<file path="src/rtl/wb_port_arbiter.sv">
// ---------------------------------------------------------------------------
// wb_port_arbiter
//   Shares one register-file write port between the main pipeline writeback
//   and a 2-entry FIFO of long-latency unit results. The pipeline normally
//   wins. A starvation counter forces a one-cycle pipeline stall so the FIFO
//   head can drain. A pipeline write to register R kills every queued result
//   for R (WAW), so a stale long-latency value never overwrites a newer one.
//
// Ports
//   clk, rst_n                 : clock, asynchronous active-low reset
//   pipe_wb_valid/reg/data     : pipeline writeback request
//   lu_valid/reg/data          : long-latency result offered to the FIFO
//   lu_ready                   : FIFO can accept (fifo_count < 2), combinational
//   rf_we/rf_waddr/rf_wdata    : registered register-file write port
//   pipe_stall                 : registered; pipeline holds its request while high
//   fifo_count                 : FIFO occupancy 0..2
// ---------------------------------------------------------------------------
module wb_port_arbiter #(
    parameter int unsigned STARVE_LIMIT = 4
) (
    input  logic        clk,
    input  logic        rst_n,
    input  logic        pipe_wb_valid,
    input  logic [4:0]  pipe_wb_reg,
    input  logic [31:0] pipe_wb_data,
    input  logic        lu_valid,
    input  logic [4:0]  lu_reg,
    input  logic [31:0] lu_data,
    output logic        lu_ready,
    output logic        rf_we,
    output logic [4:0]  rf_waddr,
    output logic [31:0] rf_wdata,
    output logic        pipe_stall,
    output logic [1:0]  fifo_count
);

    localparam logic [3:0] LIMIT_C = 4'(STARVE_LIMIT);

    // FIFO storage and control state
    logic [4:0]  ent_reg_r  [2];
    logic [31:0] ent_data_r [2];
    logic [1:0]  kill_r;
    logic        head_r;
    logic [1:0]  count_r;
    logic [3:0]  starve_r;
    logic        pipe_stall_r;
    logic        rf_we_r;
    logic [4:0]  rf_waddr_r;
    logic [31:0] rf_wdata_r;

    // Next-state / decode signals
    logic        lu_ready_s;
    logic        fifo_nonempty_s;
    logic        push_s;
    logic        tail_s;
    logic        grant_pipe_s;
    logic        grant_fifo_s;
    logic        head_write_s;
    logic [1:0]  count_nxt_s;
    logic [1:0]  kill_nxt_s;
    logic [3:0]  starve_nxt_s;
    logic        stall_nxt_s;

    assign lu_ready   = lu_ready_s;
    assign rf_we      = rf_we_r;
    assign rf_waddr   = rf_waddr_r;
    assign rf_wdata   = rf_wdata_r;
    assign pipe_stall = pipe_stall_r;
    assign fifo_count = count_r;

    // Push acceptance and tail slot; the tail is only used while count <= 1,
    // so head + count reduces to head XOR count[0].
    always_comb begin
        lu_ready_s      = (count_r < 2'd2);
        fifo_nonempty_s = (count_r != 2'd0);
        push_s          = lu_valid && lu_ready_s;
        tail_s          = head_r ^ count_r[0];
    end

    // Grant selection. Occupancy is taken at cycle start, so an entry pushed
    // this cycle cannot be granted until the next one.
    always_comb begin
        grant_pipe_s = 1'b0;
        grant_fifo_s = 1'b0;
        if (pipe_stall_r) begin
            grant_fifo_s = fifo_nonempty_s;
        end else if (pipe_wb_valid && (pipe_wb_reg != 5'd0)) begin
            grant_pipe_s = 1'b1;
        end else if (fifo_nonempty_s) begin
            grant_fifo_s = 1'b1;
        end else begin
            grant_fifo_s = 1'b0;
        end
        // A popped head only writes when it is live and not aimed at r0
        head_write_s = grant_fifo_s && !kill_r[head_r] && (ent_reg_r[head_r] != 5'd0);
    end

    // Occupancy update; a simultaneous push and pop leaves it unchanged
    always_comb begin
        count_nxt_s = count_r;
        case ({push_s, grant_fifo_s})
            2'b10:   count_nxt_s = count_r + 2'd1;
            2'b01:   count_nxt_s = count_r - 2'd1;
            default: count_nxt_s = count_r;
        endcase
    end

    // WAW kill flags, including a result pushed in the same cycle as the
    // pipeline grant. A freshly pushed slot otherwise starts live.
    always_comb begin
        kill_nxt_s = kill_r;
        for (int i = 0; i < 2; i++) begin
            if (push_s && (tail_s == i[0])) begin
                kill_nxt_s[i] = grant_pipe_s && (lu_reg == pipe_wb_reg);
            end else begin
                kill_nxt_s[i] = kill_r[i] | (grant_pipe_s && (ent_reg_r[i] == pipe_wb_reg));
            end
        end
    end

    // Starvation tracking; the stall fires on the edge where the count hits
    // the limit and the following FIFO grant clears the count, so two stall
    // cycles can never be adjacent.
    always_comb begin
        if (!fifo_nonempty_s) begin
            starve_nxt_s = 4'd0;
        end else if (grant_fifo_s) begin
            starve_nxt_s = 4'd0;
        end else if (grant_pipe_s) begin
            starve_nxt_s = starve_r + 4'd1;
        end else begin
            starve_nxt_s = starve_r;
        end
        stall_nxt_s = !pipe_stall_r && (starve_nxt_s == LIMIT_C);
    end

    // FIFO, counter and stall state
    always_ff @(posedge clk or negedge rst_n) begin
        if (!rst_n) begin
            ent_reg_r[0]  <= 5'd0;
            ent_reg_r[1]  <= 5'd0;
            ent_data_r[0] <= 32'd0;
            ent_data_r[1] <= 32'd0;
            kill_r        <= 2'b00;
            head_r        <= 1'b0;
            count_r       <= 2'd0;
            starve_r      <= 4'd0;
            pipe_stall_r  <= 1'b0;
        end else begin
            if (push_s) begin
                ent_reg_r[tail_s]  <= lu_reg;
                ent_data_r[tail_s] <= lu_data;
            end
            if (grant_fifo_s) begin
                head_r <= ~head_r;
            end
            kill_r       <= kill_nxt_s;
            count_r      <= count_nxt_s;
            starve_r     <= starve_nxt_s;
            pipe_stall_r <= stall_nxt_s;
        end
    end

    // Registered write port; address and data hold when nothing is written
    always_ff @(posedge clk or negedge rst_n) begin
        if (!rst_n) begin
            rf_we_r    <= 1'b0;
            rf_waddr_r <= 5'd0;
            rf_wdata_r <= 32'd0;
        end else if (grant_pipe_s) begin
            rf_we_r    <= 1'b1;
            rf_waddr_r <= pipe_wb_reg;
            rf_wdata_r <= pipe_wb_data;
        end else if (head_write_s) begin
            rf_we_r    <= 1'b1;
            rf_waddr_r <= ent_reg_r[head_r];
            rf_wdata_r <= ent_data_r[head_r];
        end else begin
            rf_we_r    <= 1'b0;
        end
    end

endmodule

</file>
<file path="config.mk">
export PLATFORM = sky130hd
export DESIGN_NAME = wb_port_arbiter
export DESIGN_NICKNAME = d
export VERILOG_FILES = /design/src/rtl/wb_port_arbiter.sv
export SDC_FILE = /design/constraint.sdc
export NUM_CORES = 1
export LEC_CHECK = 0
export BUFFER_PORTS_ARGS = -buffer_cell sky130_fd_sc_hd__buf_2
export CAP_MARGIN = 20
export CORE_MARGIN = 4
export CORE_UTILIZATION = 27
export CTS_CLUSTER_DIAMETER = 50
export DETAILED_ROUTE_END_ITERATION = 7
export SYNTH_ARGS = -nofsm -noshare
export SYNTH_HDL_FRONTEND = slang
export SYNTH_SLANG_ARGS = --single-unit
export TNS_END_PERCENT = 50
</file>
<file path="constraint.sdc">
create_clock -name clk -period 3.1 [get_ports clk]
set_clock_uncertainty 0.05 [all_clocks]
set_input_delay 0.465 -clock clk [delete_from_list [all_inputs] [get_ports clk]]
set_output_delay 0.465 -clock clk [all_outputs]
set_load 0.005 [all_outputs]
</file>
==> impl_metrics.tcl <==
set metrics [dict create \
    slew_headroom_pct 39.6 \
    die_h_um 154 \
    gp_congestion 0.831 \
    ys_seq_area_share_pct 53.0 \
    sw_frac_of_total_pct 29.1 \
    post-place-ws_ps 537 \
    dpl_cell_area_um2 6730 \
    fin_tns_setup_ps 0 \
    cts_sinks 122 \
    ys_async_sr_fraction_pct 100 \
    worstSetupPathType "reg -> reg" \
    layoutNonFillerInstCount 811 \
    ys_warn_count 0 \
    ant_nets 0 \
    synth_edf_count 0 \
    p_per_area_nw_per_um2 1100 \
    cpLargestDelayFamily "multiplexers" \
    holdBufCountCts 0 \
    setup_viol 0 \
    wl_per_cell_um 16.4 \
    port_buffers 119 \
    p_sw_w 0.00236 \
    clock_path_buffers 2 \
    startpoint_type "flop" \
    rrSetupSlack_ps 730 \
    cp.arrival_ps 2600 \
    overflow 0 \
    grt_max_degree 67 \
    die_x_um 154 \
    dp_cells 779 \
    combPwrFrac_pct 37.8 \
    wirelength_um 13300 \
    crit_buf_inv 2 \
    cts_setup_buffers 0 \
    setup_slack_ps 731 \
    status "completed" \
    clockPowerShare_pct 26.5 \
    crit_chain "buf_4, buf_4, mux2_2, mux2_2, mux2_4" \
    grt_pass1_vias 4080 \
    layout-drive-gt1-share_pct 64.4 \
    synthesis.area_um2 5760 \
    fin_crit_ps 2370 \
    p_leak_nw 3.28 \
    grtUsageTotal_pct 11.6 \
    peakVddDrop_mv 0.369 \
    max_cap_viol_count 0 \
    drt_iter0_drc 64 \
    pin_count 120 \
    coreArea_um2 21000 \
    power_frac_seq_pct 35.7 \
    power.internal_w 0.00576 \
    routed_via_density 4.39 \
    syn_nets 474 \
    drcViolationCount 0 \
    area_delta_synth_final_pct 27.8 \
    synth_top_area_cell "dfrtp_1" \
    clk_latency_ps 400 \
    synth.most_common_cell "mux2_2" \
    clk_pin_slew_ps 60 \
    synth.top_cell.area_share_pct 53.0 \
    critPathMaxStageDelay_ps 600 \
    syn_inst 394 \
    critPathSlowestCell "dfrtp_2" \
    die_area_um2 23800 \
    cp-end-kind "flop" \
    cts_htree_levels 4 \
    cts_tree "yes" \
    rsz0062_at_grt "false" \
    cts_resized 0 \
    drtPass1Iterations 4 \
    numCtsBuffers 17 \
    antenna_found_initial 0 \
    tightest_slew_ps 906 \
    ys_types 32 \
    worstPathMaxFanout 22 \
    synth_common_cells "mux2_2 (158), dfrtp_1 (122), mux2_4 (19), xor2_1 (12), xnor2_1 (11)" \
    slew_viol_final 0 \
    ys.flop_type "dfrtp_1" \
    period_share_pct 76.4 \
    cts-root-buf "clkbuf_16" \
    required_ps 3340 \
    std_cell_rows 53 \
    hp-class "in -> async" \
    p_total_w 0.00812 \
    final_hold_viol_count 0 \
    num_vias 3563 \
    dpl.hpwl_um 9000 \
    grt_first_pass_wirelength_um 21900 \
    stdcell_area_um2 7370 \
    synth-seq-cells 122 \
    antennaDiodeCount 0 \
    fmax_mhz 422 \
    synth_area_per_cell_um2 14.6 \
    final_nets 603 \
    initial_core_util_pct 27.4 \
    yosys-top-cells-area "dfrtp_1 (53%), mux2_2 (31%), mux2_4 (4.9%), xor2_1 (1.8%), xnor2_1 (1.7%)" \
]
[through the flow]
step | hold slack (ps) | utilization (%)
after floorplan | 119 | -
after global placement | 419 | 32.0
after detailed placement | 439 | 32.0
after CTS | 169 | 35.1
after global routing | 199 | 35.1
final | 136 | 35.1
[cells in the final DEF (no fill, tap or decap)]
cell type   netlist  final
nor3_1            7      7
or4_4             1      1
mux2i_1           4      4
nor2_4            0      1
ha_1              2      2
xnor2_1          11     11
xor2_1           12     12
clkbuf_8          0      1
nor4_1            1      1
nand3_1           1      1
bufinv_16         0      5
inv_1             1      1
buf_4             3     11
a31o_2            0      1
nor4b_1           1      1
dfrtp_1         122    121
o21ai_4           0      1
clkinvlp_4        0      3
clkinv_2          0      3
nand4_1           3      3
a21oi_1           1      1
nand2b_1          2      2
mux2_2          158    158
dfrtp_2           0      1
nand2_1           5      5
nor3b_1           2      2
buf_12            0      2
nor2_1            7      6
buf_2             5    118
clkinv_4          0      1
a22oi_1           2      2
o22ai_1           1      1
clkbuf_1          3      2
nor2b_1           2      1
nor2b_4           0      1
mux2_4           19     19
o21ai_0           4      4
clkbuf_16         0     17
and4_1            1      1
o21a_4            1      1
[state kept, by name (all words and copies together) (netlist names)]
signal,flops
fifo_count,2
rf_wdata,32
starve_r,4
ent_data_r,64
pipe_stall,1
rf_we,1
rf_waddr,5
ent_reg_r,10
kill_r,2
head_r,1
[worst paths after layout]
check                                      end  cells after the start   startpoint
max in group asynchronous        ent_data_r[1]                      2        rst_n
worst max register to register    rf_wdata[24]                      5       head_r
min in group clk                ent_data_r[19]                      2  lu_data[19]
worst min-delay path            ent_data_r[36]                      1        rst_n
worst min register to register     starve_r[0]                      1  starve_r[0]
worst max-delay path              rf_wdata[24]                      5       head_r
[area by class of cell]
| type | count | area [um2] |
|---|---|---|
| fillers | 2026 | 13700 |
| clock inverters | 12 | 196 |
| inverters | 1 | 3.75 |
| flip-flops and latches | 122 | 3050 |
| well taps | 275 | 344 |
| multi-input cells | 250 | 2610 |
| repair buffers | 131 | 713 |
| clock buffers | 20 | 447 |
[logic make-up (layout without fill, tap and decap cells)]
family / count (synthesis) / in the layout / synth area share (%)
muxes: 181 / 181 / 36.5
DFF: 122 / 122 / 53.0
and+or+nand+nor: 33 / 33 / 3.10
xor gates and xnor gates: 23 / 23 / 3.49
buffers and inverters: 22 / 164 / 2.13
AOI/OAI and AO/OA: 11 / 11 / 1.37
adders and majority gates: 2 / 2 / 0.434
[layer usage]
layer | routed length, um | track usage [%] | vias up
met5 | 0 | 0 | -
li1 | - | - | 1674
met2 | 6670 | 19.8 | 83
met3 | 595 | 3.49 | 14
met1 | 5820 | 14.2 | 1792
met4 | 184 | 3.28 | 0
[power by group through the flow]
stage,clock network [W],logic (W),registers (W)
global placement,0,0.00303,0.00287
global route,0.00231,0.00336,0.00301
finish,0.00215,0.00307,0.00290
floorplan,0,0.00232,0.00280
detailed placement,0,0.00315,0.00293
CTS,0.00223,0.00315,0.00291
(Power assumes the default switching activity.)
